===== config.mk =====
export PLATFORM = sky130hd
export DESIGN_NAME = decode_rf_scoreboard
export DESIGN_NICKNAME = d
export VERILOG_FILES = /design/src/rtl/decode_rf_scoreboard.sv
export SDC_FILE = /design/constraint.sdc
export NUM_CORES = 1
export LEC_CHECK = 0
export BUFFER_PORTS_ARGS = -buffer_cell sky130_fd_sc_hd__buf_2
export CAP_MARGIN = 40
export CORE_UTILIZATION = 55
export CTS_BUF_LIST = sky130_fd_sc_hd__clkbuf_4
export DETAILED_ROUTE_END_ITERATION = 7
export GPL_TIMING_DRIVEN = 0
export PLACE_DENSITY = 0.76
export REMOVE_ABC_BUFFERS = 1
export SLEW_MARGIN = 15
export SYNTH_ARGS = -nofsm -noshare
export SYNTH_HDL_FRONTEND = slang
export SYNTH_SLANG_ARGS = --single-unit

===== constraint.sdc =====
create_clock -name clk -period 2.89 [get_ports clk]
set_clock_uncertainty 0.2 [all_clocks]
set_input_delay 0.578 -clock clk [delete_from_list [all_inputs] [get_ports clk]]
set_output_delay 0.578 -clock clk [all_outputs]
set_load 0.02 [all_outputs]

===== src/rtl/decode_rf_scoreboard.sv =====
// Decode-stage register file with write-back bypass, a late-result scoreboard,
// RAW/WAW interlock and an ID/EX pipeline register with valid/ready and flush.
module decode_rf_scoreboard #(
  parameter int DATA_W = 16,
  parameter int NREG   = 8,
  parameter int SEL_W  = 3
) (
  input  logic              clk,
  input  logic              rst,
  input  logic              in_valid,
  output logic              in_ready,
  input  logic [SEL_W-1:0]  rd1_sel,
  input  logic [SEL_W-1:0]  rd2_sel,
  input  logic              rd1_used,
  input  logic              rd2_used,
  input  logic [SEL_W-1:0]  dst_sel,
  input  logic              dst_we,
  input  logic              dst_late,
  input  logic [DATA_W-1:0] imm,
  output logic              out_valid,
  input  logic              out_ready,
  output logic [DATA_W-1:0] out_rd1,
  output logic [DATA_W-1:0] out_rd2,
  output logic [DATA_W-1:0] out_imm,
  output logic [SEL_W-1:0]  out_dst_sel,
  output logic              out_dst_we,
  output logic              out_dst_late,
  input  logic              wb_we,
  input  logic [SEL_W-1:0]  wb_sel,
  input  logic [DATA_W-1:0] wb_data,
  input  logic              flush,
  output logic [NREG-1:0]   busy
);

  logic [DATA_W-1:0] rf_reg [NREG];
  logic [NREG-1:0]   busy_reg;
  logic [NREG-1:0]   busy_next;

  // Per-register decode of the write-back port and the late producer in ID/EX
  logic [NREG-1:0]   wb_hit;
  logic [NREG-1:0]   prod_hit;
  logic [NREG-1:0]   prod_set;
  logic [NREG-1:0]   pend;

  logic              prod_late;
  logic              raw1;
  logic              raw2;
  logic              waw;
  logic              hazard;
  logic              accept;
  logic [DATA_W-1:0] rd1;
  logic [DATA_W-1:0] rd2;

  assign prod_late = out_valid && out_dst_we && out_dst_late;

  genvar gi;
  generate
    for (gi = 0; gi < NREG; gi++) begin : g_reg
      assign wb_hit[gi]    = wb_we && (wb_sel == SEL_W'(gi));
      assign prod_hit[gi]  = prod_late && (out_dst_sel == SEL_W'(gi));
      // A flushed producer never reaches execute, so it must not mark busy
      assign prod_set[gi]  = prod_hit[gi] && out_ready && !flush;
      assign pend[gi]      = busy_reg[gi] || prod_hit[gi];
      assign busy_next[gi] = prod_set[gi] || (busy_reg[gi] && !wb_hit[gi]);
    end
  endgenerate

  assign rd1 = wb_hit[rd1_sel] ? wb_data : rf_reg[rd1_sel];
  assign rd2 = wb_hit[rd2_sel] ? wb_data : rf_reg[rd2_sel];

  // A same-cycle write-back satisfies a read, unless the producer still sits in ID/EX
  assign raw1 = rd1_used && pend[rd1_sel] && !(wb_hit[rd1_sel] && !prod_hit[rd1_sel]);
  assign raw2 = rd2_used && pend[rd2_sel] && !(wb_hit[rd2_sel] && !prod_hit[rd2_sel]);
  assign waw  = dst_we && dst_late && pend[dst_sel];

  assign hazard   = raw1 || raw2 || waw;
  assign in_ready = !flush && !hazard && (!out_valid || out_ready);
  assign accept   = in_valid && in_ready;
  assign busy     = busy_reg;

  always_ff @(posedge clk or negedge rst) begin
    if (!rst) begin
      for (int i = 0; i < NREG; i++) begin
        rf_reg[i] <= '0;
      end
    end else if (wb_we) begin
      rf_reg[wb_sel] <= wb_data;
    end
  end

  always_ff @(posedge clk or negedge rst) begin
    if (!rst) begin
      busy_reg <= '0;
    end else begin
      busy_reg <= busy_next;
    end
  end

  always_ff @(posedge clk or negedge rst) begin
    if (!rst) begin
      out_valid    <= 1'b0;
      out_rd1      <= '0;
      out_rd2      <= '0;
      out_imm      <= '0;
      out_dst_sel  <= '0;
      out_dst_we   <= 1'b0;
      out_dst_late <= 1'b0;
    end else if (accept) begin
      out_valid    <= 1'b1;
      out_rd1      <= rd1;
      out_rd2      <= rd2;
      out_imm      <= imm;
      out_dst_sel  <= dst_sel;
      out_dst_we   <= dst_we;
      out_dst_late <= dst_late;
    end else if (flush || out_ready) begin
      out_valid    <= 1'b0;
    end
  end

endmodule


* After elaboration in Yosys (flattened, before gate mapping) *
Cells that the tools add are included.
Widths: inputs -> output; s select.

storage, ports and cells
  register bits = 190
  word-level logic and storage cells = 159
  bits of input ports = 54
  output and inout bits = 63

operators by class
  equal/unequal tests = 14
  muxes and demuxes = 27
  reductions and logical operators = 92
  $lt $le $gt $ge = 7
  bitwise gates (word level) = 3

operators with widths
  kind                number
  $bwmux 128          1
  $mux 16             7
  $bmux 16 s3         2
  $logic_and 1x1->1   54
  $demux 16 s3        1
  $eq 3x3->1 const B  8
  $bmux 1 s3          7
  $logic_or 1x1->1    20
  $logic_not 1->1     15
  $eq 3x2->1 const B  4
  $ge 4x4->1 const B  3
  $lt 3x4->1 const B  3
  $not 3->4           3
  $mux 1              9
  $eq 3x1->1 const B  2
  $logic_not 3->1     2
  $lt 4x1->1 const B  1
  $reduce_bool 2->1   1

* Depth between registers and ports, before layout *
  word-level depth = 16
  mapped depth = 9
  gate-level depth less buffers = 6

* Worst setup path before layout *
Ideal clock, no wire load.

  path type = input to output
  start point = input port dst_sel[1]
  end point = output port in_ready
  cell stages on the path = 6
  arrival = 2.251 ns
  path slack = -0.139 ns
  data required time = 2.112 ns
  path buffers = 1
  cells stage by stage = buf_2 > mux2i_1 > o311ai_0 > a311oi_1 > o31ai_2 > nor4b_1

between the ends
  word-level cells in the longest chain between the ends = 7

RTL lines
  element                          line  RTL
  start: declaration               16    input logic [SEL_W-1:0] dst_sel,
  $bmux 1 s3                       74    assign waw = dst_we && dst_late && pend[dst_sel];
  $mux 1 (implied by the code)     74
  $logic_and 1x1->1                74
  $logic_or 1x1->1                 76    assign hazard = raw1 || raw2 || waw;
  $logic_not 1->1                  77    assign in_ready = !flush && !hazard && (!out_valid || out_ready);
  $logic_and 1x1->1 (2 in series)  77
  end: declaration                 11    output logic in_ready,

No other way between the ends. The select of a mux whose other input is x is not followed.

* Worst setup path after layout *
  start point = register out_valid
  end point = output port in_ready

between the ends
  word-level cells in the longest chain between the ends = 14
  elaborated cells between the ends (all ways) = 46
  those cells by class = mux: 10; reduce/logical: 36

RTL lines
  element                               line    RTL
  start: declaration                    20      output logic out_valid,
  start signal: assignment              101     out_valid <= 1'b0;
  start signal: assignment              109     out_valid <= 1'b1;
  start signal: assignment              117     out_valid <= 1'b0;
  $logic_and 1x1->1 (2 in series)       54      assign prod_late = out_valid && out_dst_we && out_dst_late;
  $logic_and 1x1->1                     60      assign prod_hit[gi] = prod_late && (out_dst_sel == SEL_W'(gi));
  $bmux 1 s3 (on tied branches)         72, 73
  $mux 1 (on tied branches)             72, 73
  $logic_not 1->1 (on tied branches)    72, 73
  $logic_and 1x1->1 (on tied branches)  72, 73
  $logic_not 1->1 (on tied branches)    72, 73
  $logic_and 1x1->1 (on tied branches)  72, 73
  $logic_or 1x1->1 (2 in series)        76
  $logic_not 1->1                       77
  $logic_and 1x1->1                     77
  $logic_and 1x1->1 *                   77

Mark *: on every way between the ends. The rest lies on a longest branch, timed or not. The select of a mux whose other input is x is not followed.

==> results.py <==
metrics = {
    "worst_setup_path": {
        "r2r_start": "out_dst_sel[1]",
        "cp_top_family": "simple AND/OR/NAND/NOR gates",
        "critPathKind": "flip-flop to primary output",
        "cp.required_ns": 2.11,
        "path_cells": "and4_2, a31oi_1, mux4_2, nor3_4, nor4b_2, buf_4",
        "cpPeakStageDelay_ns": 0.53,
        "ff2ff_path_depth": 11,
        "crit_buf_inv": 1,
        "r2r_end": "out_rd2[3]",
        "worstPathArrival_ns": 2.62,
        "crit_path_top_delay_cell": "mux4_2",
        "ff2ff_setup_slack_ns": -0.18,
        "cp-start-kind": "flip-flop",
        "worstSetupEndpointType": "primary output",
        "worstPathMaxFanout": 8,
    },
    "synth": {
        "syn_area_um2": 10100,
        "synth-seq-area-share_pct": 47.3,
        "ys.flop_type": "dfrtp_1",
        "ys.warnings.count": 0,
        "synth_edf_count": 0,
        "ys_seq_elements": 190,
        "async_flop_share_pct": 100,
        "yosysUniqueCellTypes": 53,
        "syn_area_per_cell_um2": 13.7,
        "synthCells": 732,
    },
    "die": {
        "ioPinCount": 117,
        "fp.coreArea_um2": 18000,
        "die_area_um2": 18800,
        "row_count": 49,
        "initial_core_util_pct": 56.0,
        "die_h_um": 137,
        "die_w_um": 137,
    },
    "sta": {
        "worst_pin_slew_ns": 0.812,
        "rsz0062_at_grt": "yes",
        "max_freq_ghz": 0.294,
        "fin_crit_sh_pct": 118,
        "fin_crit_ns": 3.40,
        "maxSlewHeadroom_pct": 45.9,
        "setup_viol": 31,
        "final-max-slew-violation-count": 0,
        "hold_viol_final": 0,
        "totalNegativeSetupSlack_ns": -4.22,
        "worst_slack_ns": -0.511,
    },
    "cts": {
        "clk_pin_slew_worst_paths_ns": 0.16,
        "cts_buffers": 17,
        "root_buffer": "clkbuf_4",
        "cts_tree": "built",
        "clock_path_buffers": 2,
        "insertion_delay_ns": 0.57,
        "cts_sinks": 190,
        "cts-htree-levels": 4,
    },
    "min_path": {
        "hp-class": "input pin to flip-flop",
        "hold_end": "out_imm[13]",
        "holdCritStartpoint": "imm[13]",
        "hold_path_depth": 2,
    },
    "run_status": {
        "violations": "setup timing",
        "status": "finished with violations",
    },
    "global_routing": {
        "grt_overflow": 0,
        "grtUsageTotal_pct": 26.8,
        "grt_pass1_wl_mm": 37.5,
        "grt_max_degree": 110,
        "antenna_found_initial": 1,
        "first_global_vias": 7122,
    },
    "final_layout": {
        "final_core_util_pct": 64.9,
        "fillers": 1311,
        "final_common_cell": "dfrtp_1",
        "mostFrequentLayoutCells": "dfrtp_1 (187), mux2_2 (128), buf_2 (111)",
        "regArea_um2": 4760,
        "multi_input_area_um2": 4980,
        "largest_reg_flops": 128,
        "syn_to_final_growth_pct": 15.9,
        "num-nets-final": 917,
        "instances_no_fill": 1106,
        "layout-drive-gt1-share_pct": 48.6,
    },
    "placed_design": {
        "place_inst": 1033,
        "hpwl_mm": 15.1,
        "io_buffers": 116,
        "dpl_worst_slack_ns": -1.09,
        "gp_congestion": 0.862,
    },
    "flow_run": {
        "drv_cap": 0,
    },
    "pwr": {
        "fin_total_pwr_mw": 8.08,
        "max-vdd-ir-drop_uv": 486,
        "powerDensity_nw_per_um2": 694,
        "power.leakage_nw": 5.23,
    },
    "route": {
        "drt-total-wl_mm": 23.7,
        "final_antenna_net_count": 0,
        "first_iter_violations": 500,
        "via_per_inst": 6.10,
        "num_vias": 6749,
        "wl_per_cell_um": 21.4,
        "drc_errors": 0,
        "first_pass_iters": 4,
    },
}
-- cell families (layout without fill, tap and decap cells) --
| group | count (synthesis) | count (layout) | synth area share (%) |
|---|---|---|---|
| XOR/XNOR | 11 | 11 | 1.03 |
| flip-flops | 190 | 190 | 47.3 |
| buffers and inverters | 106 | 250 | 4.57 |
| AND/OR/NAND/NOR | 77 | 77 | 4.02 |
| AO/OA/AOI/OAI | 64 | 64 | 4.06 |
| other | 0 | 1 | 0 |
| multiplexers | 284 | 284 | 39.0 |
-- worst reg2reg max path, stage by stage, from the launching register on --
cell and delay, ns:
dfrtp_2 0.52, xor2_2 0.22, o311ai_0 0.18, a311oi_2 0.44, o31ai_4 0.15, buf_4 0.17
nor4b_4 0.28, buf_6 0.15, buf_6 0.15, buf_12 0.16, buf_8 0.16, mux2i_1 0.21
-- power by group --
group          switching [mW]  internal (mW)  total, mW
clock                   0.928          0.424       1.35
sequential              0.496           3.38       3.87
combinational            1.40           1.46       2.86
total                    2.82           5.26       8.08
-- cell usage after synthesis, drive strengths merged (2+ instances only) --
library cell	instances	share of area [%]
a31oi	2	0.12
dfrtp	190	47
a41oi	2	0.17
a22o	2	0.17
a21oi	5	0.25
mux4	67	15
nand2	40	1.5
o311ai	3	0.26
clkbuf	23	0.86
buf	40	2.1
inv	43	1.6
or3	3	0.19
o21ai	36	1.8
and3	2	0.12
nand4	2	0.12
mux2	148	17
nor2b	4	0.25
xnor2	2	0.17
a32o	2	0.20
mux2i	69	6.9
xor2	9	0.86
nor3b	4	0.40
a311o	3	0.30
nand3	4	0.20
nand3b	2	0.15
nor2	6	0.22
nor3	2	0.15
nor4b	2	0.24
-- stage by stage --
stage / hold WS (ns) / instance area [um^2]
3_3_place_gp: 0.263 / 10600
5_1_grt: 0.00443 / 11700
2_1_floorplan: 0.0824 / 9760
4_1_cts: 0.00236 / 11600
3_5_place_dp: 0.273 / 10900
6_report: 0.0455 / 11700
-- routing by layer --
metal	routed length [um]	global-route usage (%)
met4	260	8.42
met3	1350	4.67
met2	12100	46.2
met5	0	0
met1	9910	34.6
-- repair_timing --
item / 4_1_cts / 5_1_grt
endpoints found under the hold margin: 123 / 0
setup endpoints to repair: 53 / 28
setup buffers: 16 / 8
hold buffers: 16 / 0
pin swaps: 4 / 7
resized for setup: 21 / 10
-- final cells by class --
cell class	count	area share, %
Antenna cell	1	0.0215
Clock buffer	17	1.09
Clock inverter	15	1.04
Inverter	43	1.38
Multi-Input combinational cell	436	42.7
Sequential cell	190	40.8
Tap cell	229	2.46
Timing Repair Buffer	175	10.5
-- how the worst max path moves through the flow --
stage                     cells past startpoint        endpoint           start
after global routing                          7        in_ready  out_dst_sel[2]
after CTS                                     6        in_ready  out_dst_sel[1]
after floorplan                               6  out_dst_sel[1]  out_dst_sel[1]
after global placement                        7      out_imm[4]      rd2_sel[0]
after detailed placement                     12      out_rd2[3]      rd2_sel[1]
final                                         6        in_ready       out_valid
Note: power is estimated with default switching activity, not from simulation.
